### config.mk
export PLATFORM = sky130hd
export DESIGN_NAME = audio_out_mixer
export DESIGN_NICKNAME = d
export VERILOG_FILES = /design/src/rtl/audio_out_mixer.sv
export SDC_FILE = /design/constraint.sdc
export NUM_CORES = 1
export LEC_CHECK = 0
export ABC_AREA = 1
export BUFFER_PORTS_ARGS = -buffer_cell sky130_fd_sc_hd__buf_2
export CAP_MARGIN = 10
export CELL_PAD_IN_SITES_DETAIL_PLACEMENT = 0
export CELL_PAD_IN_SITES_GLOBAL_PLACEMENT = 1
export CORE_MARGIN = 4
export CORE_UTILIZATION = 35
export DETAILED_ROUTE_END_ITERATION = 7
export GPL_ROUTABILITY_DRIVEN = 1
export PLACE_DENSITY = 0.83
export SYNTH_ARGS = -nofsm -noshare
export SYNTH_HDL_FRONTEND = slang
export SYNTH_SLANG_ARGS = --single-unit
### constraint.sdc
create_clock -name CLOCK_50 -period 6.1 [get_ports CLOCK_50]
set_clock_uncertainty 0.2 [all_clocks]
set_input_delay 0.61 -clock CLOCK_50 [delete_from_list [all_inputs] [get_ports CLOCK_50]]
set_output_delay 0.61 -clock CLOCK_50 [all_outputs]
set_load 0.005 [all_outputs]
### src/rtl/audio_out_mixer.sv
// Audio output mixer: sums synth voices, test tone or codec loopback
// into a one-slot sample register pushed to the codec output FIFO.
module audio_out_mixer #(
    parameter int W      = 32,
    parameter int IN_W   = 16,
    parameter int NUM_V  = 4,
    parameter int SR_DIV = 1042
) (
    input  logic                  CLOCK_50,
    input  logic                  resetn,
    input  logic [NUM_V*IN_W-1:0] voices_in,
    input  logic [NUM_V-1:0]      voice_en,
    input  logic [1:0]            mode,
    input  logic [2:0]            vol,
    input  logic [3:0]            tone_sel,
    input  logic                  audio_in_available,
    input  logic [W-1:0]          left_in,
    input  logic [W-1:0]          right_in,
    output logic                  read_audio_in,
    input  logic                  audio_out_allowed,
    output logic [W-1:0]          left_out,
    output logic [W-1:0]          right_out,
    output logic                  write_audio_out,
    output logic [15:0]           drop_cnt,
    output logic                  clip
);

    localparam int SUM_W = IN_W + $clog2(NUM_V);
    localparam int CW    = (SR_DIV > 1) ? $clog2(SR_DIV) : 1;

    localparam logic [CW-1:0]   TICK_LAST = CW'(SR_DIV - 1);
    localparam logic [W-1:0]    TONE_HI   = W'(1) << (W - 4);
    localparam logic [W-1:0]    TONE_LO   = -TONE_HI;
    localparam logic [IN_W-1:0] SAT_MAX   = {1'b0, {(IN_W-1){1'b1}}};
    localparam logic [IN_W-1:0] SAT_MIN   = {1'b1, {(IN_W-1){1'b0}}};

    logic [CW-1:0] tick_cnt;
    logic          tick;

    logic [18:0] tone_cnt;
    logic [18:0] tone_lim;
    logic        snd;

    logic [W-1:0] cap_l;
    logic [W-1:0] cap_r;
    logic [W-1:0] pend_l;
    logic [W-1:0] pend_r;
    logic         pend_valid;

    logic signed [SUM_W-1:0] mix_sum;
    logic signed [SUM_W-1:0] mix_shr;
    logic [SUM_W-IN_W:0]     mix_hi;
    logic                    mix_ovf;
    logic [IN_W-1:0]         mix_sat;
    logic [W-1:0]            mix_w;
    logic [W-1:0]            tone_w;

    logic [W-1:0] next_l;
    logic [W-1:0] next_r;
    logic         next_clip;

    assign tick     = (tick_cnt == TICK_LAST);
    assign tone_lim = {tone_sel, 15'd3000};

    always_comb begin
        mix_sum = '0;
        for (int i = 0; i < NUM_V; i++) begin
            if (voice_en[i]) begin
                mix_sum = mix_sum
                        + SUM_W'($signed(voices_in[i*IN_W +: IN_W]));
            end
        end
    end

    // Saturation: every bit above the IN_W sign bit must match it.
    assign mix_shr = mix_sum >>> vol;
    assign mix_hi  = mix_shr[SUM_W-1:IN_W-1];
    assign mix_ovf = !((&mix_hi) || !(|mix_hi));
    assign mix_sat = !mix_ovf ? mix_shr[IN_W-1:0]
                   : (mix_shr[SUM_W-1] ? SAT_MIN : SAT_MAX);
    assign mix_w   = W'(mix_sat) << (W - IN_W);

    assign tone_w = $signed(snd ? TONE_HI : TONE_LO) >>> vol;

    always_comb begin
        next_l    = '0;
        next_r    = '0;
        next_clip = 1'b0;
        unique case (mode)
            2'd0: begin
                next_l = '0;
                next_r = '0;
            end
            2'd1: begin
                next_l    = mix_w;
                next_r    = mix_w;
                next_clip = mix_ovf;
            end
            2'd2: begin
                next_l = tone_w;
                next_r = tone_w;
            end
            2'd3: begin
                next_l = cap_l;
                next_r = cap_r;
            end
        endcase
    end

    assign read_audio_in   = resetn & audio_in_available;
    assign write_audio_out = resetn & pend_valid & audio_out_allowed;
    assign left_out        = resetn ? pend_l : '0;
    assign right_out       = resetn ? pend_r : '0;

    always_ff @(posedge CLOCK_50) begin
        if (!resetn) begin
            tick_cnt   <= '0;
            tone_cnt   <= '0;
            snd        <= 1'b0;
            cap_l      <= '0;
            cap_r      <= '0;
            pend_l     <= '0;
            pend_r     <= '0;
            pend_valid <= 1'b0;
            drop_cnt   <= '0;
            clip       <= 1'b0;
        end else begin
            tick_cnt <= tick ? '0 : tick_cnt + 1'b1;

            if (tone_cnt == tone_lim) begin
                tone_cnt <= '0;
                snd      <= ~snd;
            end else begin
                tone_cnt <= tone_cnt + 1'b1;
            end

            if (read_audio_in) begin
                cap_l <= left_in;
                cap_r <= right_in;
            end

            // A tick always reloads the slot; an unsent sample is lost.
            if (tick) begin
                pend_l     <= next_l;
                pend_r     <= next_r;
                clip       <= next_clip;
                pend_valid <= 1'b1;
                if (pend_valid && !write_audio_out
                    && drop_cnt != 16'hFFFF) begin
                    drop_cnt <= drop_cnt + 16'd1;
                end
            end else if (write_audio_out) begin
                pend_valid <= 1'b0;
            end
        end
    end

endmodule

==> summary.md <==
| Metric | Value |
|---|---|
| Rows | 67 |
| Most used cell, CP | nand2_1 |
| Die W | 192 µm |
| Fin worst setup slack | 0.496 ns |
| Tmin final | 5.60 ns |
| Antenna violations before repair | 10 |
| Ranking of synthesized cells by area | dfxtp_1, nand2_1, inv_1 |
| # DRC | 0 |
| Top FF cell, synth | dfxtp_1 |
| Top cells by count, synth | nand2_1, inv_1, nor2_1, dfxtp_1, nand3_1 |
| Syn Area/Cell | 6.23 µm² |
| WP data required | 6.28 ns |
| Cell taking the most area after synthesis | dfxtp_1 |
| Sequential element share of the synthesized area | 0.299 |
| Slew headroom | 0.249 |
| PwrDens | 231 nW/µm² |
| Num CTS Buffers | 17 |
| HP Start | right_in[14] |
| Hold crit path type | in -> reg |
| Routed vias | 12700 |
| Share of cells above drive strength 1 | 0.226 |
| Drt first-iter violations | 731 |
| FF-to-FF setup slack | 2.50 ns |
| Vias in the first global route | 12000 |
| Routed Antenna Nets | 0 |
| Area of the die | 36900 µm² |
| Least-Margin Pin Slew | 1.13 ns |
| Total of max-cap violations | 0 |
| Placed insts | 2627 |
| Clock transition at the registers of the reported paths | 0.07 ns |
| R2R depth | 15 |
| Global placement routability congestion | 0.867 |
| Launching point of the worst reg2reg path | tick_cnt[0] |
| Syn Inst Count | 1902 |
| Fin. Hold Viols | 0 |
| Clock Tree Root | clkbuf_16 |
| Post-synth EDFFs | 0 |
| Core ar. | 33400 µm² |
| WL final | 37100 µm |
| Syn_nets | 2100 |
| Largest net degree at the start of global routing | 71 |
| Yosys reg bits | 177 |
| YS warnings | 0 |
| Clock Latency Late Sink | 0.44 ns |
| Max Clk Rate | 178 MHz |
| Io pins | 228 |
| Fin crit share | 0.919 |
| Syn-to-layout area delta | 26.7% |
| Count leader, synth | nand2_1 |
| Busiest grt layer | met2 |
| Hold Path Stages | 3 |
| Synth unique cells | 51 |
| WL per Instance | 13.9 µm |
| CTS tree | done |
| Worst Path Arrival | 5.79 ns |
| Slowest cell on crit path | ha_1 |
| Startpoint Class | input pin |
| Largest stage delay, worst path | 0.34 ns |
| Static leakage | 8.14 nW |
| Final setup viols | 0 |
| Hold EP | cap_r[14] |
| Met3 Use GR | 0.0387 |
| Final net count | 2400 |
| Crit-path max FO | 16 |
| Buffers on Ports | 227 |
| Chip height | 192 µm |
| Final Non-Filler Cells | 2667 |
| Starting Density | 0.355 |
| HPWL Detailed | 29300 µm |
| Peak VDD IR | 243 µV |
| Synth top area share | 0.299 |
| Async SR Flop Fraction | 0 |
| GR Util met2 | 0.331 |
| First-pass GRT wire length | 58900 µm |
| Crit Path Class | in -> reg |
| Via/cell ratio | 4.76 |
| Grt total ovfl | 0 |
| Htree depth | 4 |
| Hold WS | 0.189 ns |
| Drt pass-1 iters | 5 |
| Run status | finished, final reports clean |
| Num Clock Sinks | 177 |
| Met1 Track Usage GR | 0.255 |
| GRT Resource Usage Total | 0.196 |
| Pre-CTS worst setup slack | -0.114 ns |
| Clock Tree Buf Depth | 2 |
| Final Slew Violations | 0 |
| Mapped cell area | 11900 µm² |
| Crit path capture type | flip-flop |
| Critical R2R Capture | drop_cnt[15] |
==> layout make-up <==
class / count / area [µm²]
Clock inverter: 14 / 176
Fill cell: 3564 / 18400
Timing Repair Buffer: 353 / 2110
Multi-Input combinational cell: 1398 / 7240
Clock buffer: 18 / 429
Inverter: 255 / 957
Tap cell: 448 / 561
Sequential cell: 177 / 3540
Antenna cell: 4 / 10.0
==> worst max-delay path by stage <==
stage                start  cells after the start          to
2_1_floorplan  voice_en[0]                     46  pend_r[22]
3_3_place_gp   voice_en[0]                     42  pend_l[29]
3_5_place_dp   voice_en[0]                     45  pend_l[30]
4_1_cts        voice_en[0]                     42  pend_r[23]
5_1_grt        voice_en[0]                     48  pend_l[23]
6_report       voice_en[0]                     43  pend_r[20]
==> state kept, by name (all words and copies together) (netlist names), 11 cells and up <==
signal,count
tone_cnt,19
cap_l,32
pend_r,32
drop_cnt,16
tick_cnt,11
cap_r,32
pend_l,32
==> kinds of logic after synthesis <==
family | after synthesis | share of synthesized area
mux | 1 | 0.000844
compound gates | 299 | 0.136
fa+ha+maj | 53 | 0.0578
xor+xnor | 30 | 0.0222
flops | 177 | 0.299
simple gates | 1015 | 0.377
buf+inv | 327 | 0.108
==> through the flow <==
stage / setup TNS, ns / area [µm²] / utilization / total power [mW]
3_3_place_gp: 0 / 14200 / 0.424 / 2.29
4_1_cts: 0 / 14800 / 0.442 / 3.44
5_1_grt: -0.0220 / 15000 / 0.449 / 3.70
6_report: 0 / 15000 / 0.449 / 3.47
2_1_floorplan: 0 / 11900 / - / 1.92
3_5_place_dp: -2.13 / 14200 / 0.424 / 2.30
==> timing repair <==
action	4_1_cts	5_1_grt
hold buffers	0	0
resized for setup	0	51
buffers inserted	0	4
setup endpoints to repair	0	31
==> where the power goes <==
group	total, mW	internal [mW]	switching [mW]
logic	1.12	0.479	0.638
clock network	1.15	0.653	0.492
registers	1.21	1.19	0.0192
==> routing by layer <==
layer / wire, µm / vias up / share of wire
li1: - / 6690 / -
met3: 1690 / 63 / 0.045
met1: 17100 / 5678 / 0.46
met2: 17400 / 244 / 0.47
met4: 837 / 12 / 0.023
met5: 79 / - / 0.0021
==> critical path, delay by kind of cell <==
kind,cells,cell delay (ns)
adders and majority gates,3,0.94
and+or+nand+nor,31,3.28
buffers and inverters,8,0.89
AOI/OAI and AO/OA,1,0.07
==> cells in the final DEF (no fill, tap or decap), drive strengths merged, types with 19 or more instances in the layout <==
cell type,synthesis,layout
ha,50,50
buf,16,353
nor3,24,24
xor2,19,19
o21ai,144,144
nor2,194,194
dfxtp,177,177
nand2,569,569
nand3,171,171
inv,254,261
a21oi,105,105
No activity file was read; power rests on OpenSTA's default activity.
